**src/rtl/ps2_key_decoder_if.sv**
```systemverilog
// ps2_key_decoder_if: PS/2 pad lines in, decoded scan-code and held-key outputs.
interface ps2_key_decoder_if;
    logic       ps2Clk;
    logic       ps2Dat;
    logic [7:0] scanCode;
    logic       scanValid;
    logic       isBreak;
    logic       isExtended;
    logic       frameError;
    logic       keyUp;
    logic       keyDown;
    logic       keyLeft;
    logic       keyRight;
    modport slave (
        input  ps2Clk, ps2Dat,
        output scanCode, scanValid, isBreak, isExtended, frameError,
        output keyUp, keyDown, keyLeft, keyRight
    );
    modport master (
        output ps2Clk, ps2Dat,
        input  scanCode, scanValid, isBreak, isExtended, frameError,
        input  keyUp, keyDown, keyLeft, keyRight
    );
endinterface

```
**src/rtl/ps2_key_decoder.sv**
```systemverilog
// ps2_key_decoder: receive-only PS/2 deframer with E0/F0 prefix decode and held movement keys.
module ps2_key_decoder #(
    parameter int TIMEOUT_CYCLES = 50000
) (
    input  logic               clock50MHz,
    input  logic               resetn,
    ps2_key_decoder_if.slave   bus
);
    localparam int CW = $clog2(TIMEOUT_CYCLES);
    typedef enum logic [1:0] {IDLE, DATA, PARITY, STOP} state_t;
    state_t          r_state, w_next;
    logic [1:0]      r_clk_sync, r_dat_sync;
    logic            r_clk_prev;
    logic [7:0]      r_shift;
    logic [2:0]      r_bit_cnt;
    logic            r_parity;
    logic [CW-1:0]   r_idle_cnt;
    logic            r_break_pend, r_ext_pend;
    logic [7:0]      r_held, r_scan_code;
    logic            r_scan_valid, r_is_break, r_is_ext, r_frame_error;
    logic            w_fall, w_dat, w_timeout, w_good, w_bad;
    logic [7:0]      w_mask;
    assign w_fall    = r_clk_prev & ~r_clk_sync[1];
    assign w_dat     = r_dat_sync[1];
    assign w_timeout = (r_state != IDLE) && (r_idle_cnt == CW'(TIMEOUT_CYCLES - 1));
    // held bits: [3:0] = W,S,A,D (plain codes), [7:4] = up,down,left,right (E0 codes)
    assign w_mask = {r_ext_pend  & (r_shift == 8'h74), r_ext_pend  & (r_shift == 8'h6B),
                     r_ext_pend  & (r_shift == 8'h72), r_ext_pend  & (r_shift == 8'h75),
                     ~r_ext_pend & (r_shift == 8'h23), ~r_ext_pend & (r_shift == 8'h1C),
                     ~r_ext_pend & (r_shift == 8'h1B), ~r_ext_pend & (r_shift == 8'h1D)};
    always_comb begin
        w_next = r_state;
        w_good = 1'b0;
        w_bad  = 1'b0;
        if (w_timeout) begin
            w_next = IDLE;
            w_bad  = 1'b1;
        end else if (w_fall) begin
            case (r_state)
                IDLE:   w_next = w_dat ? IDLE : DATA;
                DATA:   w_next = (r_bit_cnt == 3'd7) ? PARITY : DATA;
                PARITY: w_next = STOP;
                STOP: begin
                    w_next = IDLE;
                    w_good = w_dat & (^r_shift ^ r_parity);
                    w_bad  = ~w_good;
                end
            endcase
        end
    end
    always_ff @(posedge clock50MHz or negedge resetn) begin
        if (!resetn) begin
            r_clk_sync <= 2'b11;
            r_dat_sync <= 2'b11;
            r_clk_prev <= 1'b1;
            r_state    <= IDLE;
            r_shift    <= 8'h00;
            r_bit_cnt  <= 3'd0;
            r_parity   <= 1'b0;
            r_idle_cnt <= '0;
        end else begin
            r_clk_sync <= {r_clk_sync[0], bus.ps2Clk};
            r_dat_sync <= {r_dat_sync[0], bus.ps2Dat};
            r_clk_prev <= r_clk_sync[1];
            r_state    <= w_next;
            if (w_fall || r_state == IDLE)
                r_idle_cnt <= '0;
            else if (r_idle_cnt != CW'(TIMEOUT_CYCLES - 1))
                r_idle_cnt <= r_idle_cnt + 1'b1;
            if (w_fall && !w_timeout) begin
                if (r_state == IDLE)
                    r_bit_cnt <= 3'd0;
                if (r_state == DATA) begin
                    r_shift   <= {w_dat, r_shift[7:1]};
                    r_bit_cnt <= r_bit_cnt + 3'd1;
                end
                if (r_state == PARITY)
                    r_parity <= w_dat;
            end
        end
    end
    always_ff @(posedge clock50MHz or negedge resetn) begin
        if (!resetn) begin
            r_scan_valid  <= 1'b0;
            r_frame_error <= 1'b0;
            r_scan_code   <= 8'h00;
            r_is_break    <= 1'b0;
            r_is_ext      <= 1'b0;
            r_break_pend  <= 1'b0;
            r_ext_pend    <= 1'b0;
            r_held        <= 8'h00;
        end else begin
            r_scan_valid  <= 1'b0;
            r_frame_error <= w_bad;
            if (w_bad) begin
                r_break_pend <= 1'b0;
                r_ext_pend   <= 1'b0;
            end else if (w_good) begin
                if (r_shift == 8'hF0)
                    r_break_pend <= 1'b1;
                else if (r_shift == 8'hE0)
                    r_ext_pend <= 1'b1;
                else begin
                    r_scan_valid <= 1'b1;
                    r_scan_code  <= r_shift;
                    r_is_break   <= r_break_pend;
                    r_is_ext     <= r_ext_pend;
                    r_break_pend <= 1'b0;
                    r_ext_pend   <= 1'b0;
                    r_held       <= r_break_pend ? (r_held & ~w_mask) : (r_held | w_mask);
                end
            end
        end
    end
    assign bus.scanCode   = r_scan_code;
    assign bus.scanValid  = r_scan_valid;
    assign bus.isBreak    = r_is_break;
    assign bus.isExtended = r_is_ext;
    assign bus.frameError = r_frame_error;
    assign bus.keyUp      = r_held[0] | r_held[4];
    assign bus.keyDown    = r_held[1] | r_held[5];
    assign bus.keyLeft    = r_held[2] | r_held[6];
    assign bus.keyRight   = r_held[3] | r_held[7];
endmodule

```
**src/flat_wrapper.sv**
```systemverilog
// flat-port wrapper written by rule: the top's interface ports become plain ports
module ps2_key_decoder_flat 
#(
    parameter int TIMEOUT_CYCLES = 50000
)
  (clock50MHz, resetn, bus_ps2Clk, bus_ps2Dat, bus_scanCode, bus_scanValid, bus_isBreak, bus_isExtended, bus_frameError, bus_keyUp, bus_keyDown, bus_keyLeft, bus_keyRight);
  ps2_key_decoder_if bus_i ();
  input  logic clock50MHz;
  input  logic resetn;
  input wire logic [$bits(bus_i.ps2Clk)-1:0] bus_ps2Clk;
  input wire logic [$bits(bus_i.ps2Dat)-1:0] bus_ps2Dat;
  output wire logic [$bits(bus_i.scanCode)-1:0] bus_scanCode;
  output wire logic [$bits(bus_i.scanValid)-1:0] bus_scanValid;
  output wire logic [$bits(bus_i.isBreak)-1:0] bus_isBreak;
  output wire logic [$bits(bus_i.isExtended)-1:0] bus_isExtended;
  output wire logic [$bits(bus_i.frameError)-1:0] bus_frameError;
  output wire logic [$bits(bus_i.keyUp)-1:0] bus_keyUp;
  output wire logic [$bits(bus_i.keyDown)-1:0] bus_keyDown;
  output wire logic [$bits(bus_i.keyLeft)-1:0] bus_keyLeft;
  output wire logic [$bits(bus_i.keyRight)-1:0] bus_keyRight;
  assign bus_i.ps2Clk = bus_ps2Clk;
  assign bus_i.ps2Dat = bus_ps2Dat;
  assign bus_scanCode = bus_i.scanCode;
  assign bus_scanValid = bus_i.scanValid;
  assign bus_isBreak = bus_i.isBreak;
  assign bus_isExtended = bus_i.isExtended;
  assign bus_frameError = bus_i.frameError;
  assign bus_keyUp = bus_i.keyUp;
  assign bus_keyDown = bus_i.keyDown;
  assign bus_keyLeft = bus_i.keyLeft;
  assign bus_keyRight = bus_i.keyRight;
  ps2_key_decoder #(.TIMEOUT_CYCLES(TIMEOUT_CYCLES)) u_core (.clock50MHz(clock50MHz), .resetn(resetn), .bus(bus_i));
endmodule
```
**config.mk**
```make
export PLATFORM = sky130hd
export DESIGN_NAME = ps2_key_decoder_flat
export DESIGN_NICKNAME = d
export VERILOG_FILES = /design/src/rtl/ps2_key_decoder_if.sv /design/src/rtl/ps2_key_decoder.sv /design/src/flat_wrapper.sv
export SDC_FILE = /design/constraint.sdc
export NUM_CORES = 1
export LEC_CHECK = 0
export BUFFER_PORTS_ARGS = -buffer_cell sky130_fd_sc_hd__buf_2
export CAP_MARGIN = 20
export CELL_PAD_IN_SITES_DETAIL_PLACEMENT = 1
export CELL_PAD_IN_SITES_GLOBAL_PLACEMENT = 2
export CORE_AREA = 2 2 102 104
export DETAILED_ROUTE_END_ITERATION = 7
export DIE_AREA = 0 0 104 106
export GPL_ROUTABILITY_DRIVEN = 0
export HOLD_SLACK_MARGIN = 0.1
export PLACE_DENSITY = 0.6
export REMOVE_ABC_BUFFERS = 1
export SLEW_MARGIN = 25
export SYNTH_ARGS = -nofsm -noshare
export SYNTH_HDL_FRONTEND = slang
export SYNTH_SLANG_ARGS = --single-unit
```
**constraint.sdc**
```tcl
create_clock -name clock50MHz -period 3.3 [get_ports clock50MHz]
set_clock_uncertainty 0.15 [all_clocks]
set_input_delay 0.66 -clock clock50MHz [delete_from_list [all_inputs] [get_ports clock50MHz]]
set_output_delay 0.66 -clock clock50MHz [all_outputs]
set_load 0.02 [all_outputs]
```
After elaboration in Yosys (flattened, before gate mapping)
Cells that the tools add are included.

Add/sub/neg operators: 2. $mul: 0. Div/mod/pow operators: 0. Magnitude comparators: 0. Eq/ne operators: 18. Shift-type cells: 0. Mux-type cells: 28. Bitwise operators: 24. Reduce and logical (&&, ||, !) cells: 17.

Operator list (count): $eq A8 B7 Y1 const B (4); $mux W16 (2); $eq A8 B5 Y1 const B (3); $mux W1 (19); $add A16 B1 Y16 const B (1); $eq A16 B16 Y1 const B (1); $eq A8 B8 Y1 const B (2); $ne A16 B16 Y1 const B (1); $and A1 B1 Y1 (10); $reduce_and A2 Y1 (5); $reduce_bool A2 Y1 (5); $and A8 B8 Y8 (1); $eq A8 B6 Y1 const B (1); $mux W8 (1); $not A8 Y8 (1); $or A8 B8 Y8 (1); $pmux W2 S4 (1); $reduce_xor A8 Y1 (1); $mux W2 (3); $mux W3 (2); $not A1 Y1 (6); $eq A2 B2 Y1 const B (2); $or A1 B1 Y1 (4); $reduce_and A4 Y1 (1); 10 further kinds (11).

Register bits: 57. Bits in latches: 0. Memory bits (writable): 0. Memory bits (read-only): 0. Output and inout bits: 16. Memories kept: 0.

Longest topological paths before layout
Depth in word-level cells: 9. Gate-level depth with buffers: 9. Depth with buffers taken out: 7.

Least setup slack after synthesis
No wires, ideal clock.

Path type: reg-to-reg. From: reg u_core.r_shift[6]. To: reg u_core.r_is_break (netlist: u_core.bus.isBreak). Library setup time: 125 ps. Arrival: 2042 ps. Data required time: 3025 ps. Setup slack: 983 ps. Cell stages (with the launch flop): 9. Buffers on the path: 1. Clock period less this slack: 2317 ps. Cells stage by stage: dfrtp_1 -> inv_1 -> ha_1 -> xnor2_1 -> xnor3_1 -> nand4_2 -> nor2_1 -> buf_4 -> mux2_4.

Cells in the longest elaborated chain, start to end: 9. Elaborated cells on any way between the ends: 16. Those cells by class: 2 x eq/ne; 6 x mux; 6 x bitwise; 2 x reduce/logical.

RTL lines: start, declared (line ps2_key_decoder.sv:14) `logic [7:0] r_shift;`; start signal, assigned (line ps2_key_decoder.sv:74) `r_shift <= {w_dat, r_shift[7:1]};`; $reduce_xor A8 Y1 (line ps2_key_decoder.sv:45) `w_good = w_dat & (^r_shift ^ r_parity);`; $xor A1 B1 Y1 (line ps2_key_decoder.sv:45); $and A1 B1 Y1 (line ps2_key_decoder.sv:45); $not A1 Y1 (line ps2_key_decoder.sv:46) `w_bad = ~w_good;`; $mux W1 (line ps2_key_decoder.sv:39) `case (r_state)`; $mux W1 (line ps2_key_decoder.sv:38) `end else if (w_fall) begin`; $mux W1 (line ps2_key_decoder.sv:35) `if (w_timeout) begin`; $not A1 Y1 (no line); $reduce_and A4 Y1 (no line) *; end signal, assigned (line ps2_key_decoder.sv:106) `r_is_break <= r_break_pend;`; end, declared (line ps2_key_decoder.sv:20) `logic r_scan_valid, r_is_break, r_is_ext, r_frame_error;`.

Every way passes the cells marked *; elsewhere a longest branch is shown, timed or not. A chain may end at the register's enable or synchronous reset.

Worst setup path in the final report
From: reg u_core.r_shift[6]. To: reg u_core.r_scan_code[0] (netlist: u_core.bus.scanCode[0]).

Cells in the longest elaborated chain, start to end: 9. Elaborated cells on any way between the ends: 16. Those cells by class: 2 x eq/ne; 6 x mux; 6 x bitwise; 2 x reduce/logical.

RTL lines: $reduce_xor A8 Y1 (line ps2_key_decoder.sv:45); $xor A1 B1 Y1 (line ps2_key_decoder.sv:45); $and A1 B1 Y1 (line ps2_key_decoder.sv:45); $not A1 Y1 (line ps2_key_decoder.sv:46); $mux W1 (line ps2_key_decoder.sv:39); $mux W1 (line ps2_key_decoder.sv:38); $mux W1 (line ps2_key_decoder.sv:35); $not A1 Y1 (no line); $reduce_and A4 Y1 (no line) *; end signal, assigned (line ps2_key_decoder.sv:105) `r_scan_code <= r_shift;`; end, declared (line ps2_key_decoder.sv:19) `logic [7:0] r_held, r_scan_code;`.

Marks and branches as above.

==> results.cfg <==
[outcome]
status = finished clean

[sta]
rsz0062_at_grt = false
hold_viol = 0
tightest_slew_ps = 687
period_needed_ps = 2370
fin_crit_sh = 0.720
setup_viol = 0
maxSlewViolCount = 0
max_freq_ghz = 0.421
tns_ps = 0
relSlewSlack = 0.542

[cts]
cts_tree = done
cts_root_buffer = clkbuf_8
insertion_delay_ps = 340
postCtsSetupBuffers = 0
clkTransAtPathRegs_ps = 70
cts_resized = 0
clk_path_buf_depth = 2
ctsHoldBuffers = 0
cts_buffers = 9
cts.sinks = 57
htree_levels = 3

[power_and_ir_drop]
power_frac_seq = 0.392
power_mw = 2.34
p_int_mw = 1.61
p_per_area_mw_per_mm2 = 690
sw_frac_of_total = 0.312
p_leak_nw = 1.61
clkPwrFrac = 0.351
p_switching_mw = 0.730
vdd_drop_max_v = 0.000273
power_frac_comb = 0.257

[yosys]
synth_seq_cells = 57
synth_edf_count = 0
synth_top_flop_cell = dfrtp_1
synth.avg_cell_area_um2 = 11.1
yosysTopAreaCell = dfrtp_1
synth_common_cells = 52 x dfrtp_1, 25 x nand2_1, 21 x nor2_1, 17 x ha_1, 12 x nand3_1
syn_inst = 261
synth_most_common_cell = dfrtp_1
synth.top_cell.area_share = 0.450
synth_cell_types = 44
synth_seq_area_share = 0.496
async_flop_share = 1.00
synthTopCellsByArea = dfrtp_1 45%, ha_1 7.4%, mux2_4 5.2%, dfstp_2 4.5%, nand2_1 3.2%
ys_warn_count = 0
syn_area_mm2 = 0.00289

[floorplan]
core_area_mm2 = 0.0100
dieArea_mm2 = 0.0110
ios = 20
die_y_um = 106
rows = 37
die_width_um = 104
start_util = 0.289

[critical_path]
cp_cell_sequence = inv_1 > ha_1 > xnor2_1 > xnor3_1 > nand4_2 > nor2_1 > buf_4 > mux2_2
critPathRequiredTime_ps = 3380
cp-start-kind = flip-flop
critPathKind = flip-flop to flip-flop
worst_ep_arrival_time_ps = 2450
path_max_fanout = 6
end_kind = flip-flop
max_stage_delay_ps = 410
cp.buffers_inverters = 2
reg2reg_slack_ps = 930
slowest_stage = dfrtp_1
crit_family = XOR/XNOR gates

[global_route]
grt_pass1_vias = 2196
grt_overflow = 0
grt_pass1_wl_um = 11100
track_usage = 0.127
antenna_found_initial = 0
grt_max_degree = 32

[hold_path]
hp-class = primary input to asynchronous set/reset pin

[detailed_routing]
wl_um = 6270
first_pass_iters = 4
drc = 0
detail-route-antenna-nets = 0
via_per_inst = 4.66
wl_per_cell_um = 14.7
vias = 1991
drt_iter0_drc = 23

[layout]
fin_nets = 307
area_growth_pct = 17.1
drive_above_1_share = 0.258
fill_cells = 1160
antenna_cells = 0

[placement]
io_buffers = 19
hpwlAfterDp_um = 4430

[run]
cap_violations = 0
-- cell type report --
cell class	count	area [um2]	share of cell area
flip-flops and latches	57	1430	0.423
clock buffers	11	141	0.0418
multi-input cells	183	1350	0.399
well taps	136	170	0.0503
repair buffers	24	145	0.0429
inverters	11	41.3	0.0122
clock inverters	5	103	0.0303
-- placed cells by master, fill, tap and decap left out, drive strengths merged, types with 5 or more instances in the layout --
cell and n:
nor3 5, dfstp 5, buf 24, xor2 7
nor2 21, a22o 5, o21ai 17, a21oi 7
xnor2 5, mux2 13, dfrtp 52, nand2 25
ha 17, inv 11, o31ai 5, nand3 12
clkbuf 11, and3 7, nand4 7
-- power groups by stage --
stage          Clock, mW  Sequential [mW]  Combinational [mW]
6_report           0.821            0.915               0.601
2_1_floorplan          0            0.916               0.441
5_1_grt            0.874            0.938               0.684
3_5_place_dp           0            0.929               0.611
4_1_cts            0.847            0.918               0.618
3_3_place_gp           0            0.924               0.604
-- final timing paths --
path	from	endpoint	cells after the start
worst max-delay path	u_core.r_shift[6]	u_core.bus.scanCode[0]	8
worst min-delay path	resetn	asynchronous set/reset pin	1
worst max register to register	u_core.r_shift[6]	u_core.bus.scanCode[0]	8
worst min register to register	u_core.r_dat_sync[0]	u_core.r_dat_sync[1]	0
max in group asynchronous	resetn	u_core.r_dat_sync[0]	2
min in group clock50MHz	u_core.r_dat_sync[0]	u_core.r_dat_sync[1]	0
-- per-layer routing --
metal | share of wire | global-route usage | vias up
li1 | - | - | 956
met4 | 0.015 | 0.0492 | 0
met2 | 0.51 | 0.223 | 23
met1 | 0.45 | 0.148 | 1003
met5 | 0 | 0 | -
met3 | 0.029 | 0.0337 | 9
-- per-stage QoR --
step            util  setup WS, ps  instance area [um2]  hold slack (ps)  cells
3_3_place_gp   0.314           920                 3140              197    411
5_1_grt        0.338           702                 3380              213    427
6_report       0.338           925                 3380              208    427
4_1_cts        0.338           887                 3380              209    427
3_5_place_dp   0.314           920                 3140              198    411
2_1_floorplan      -           363                 2830              195    251
-- logic make-up after synthesis --
logic type,Yosys count,synth area share
AOI/OAI and AO/OA,39,0.0926
adders and majority gates,17,0.0736
muxes,16,0.0740
buffers and inverters,21,0.0368
and+or+nand+nor,98,0.183
xor gates and xnor gates,13,0.0442
DFF,57,0.496
No activity file was read; power rests on OpenSTA's default activity.
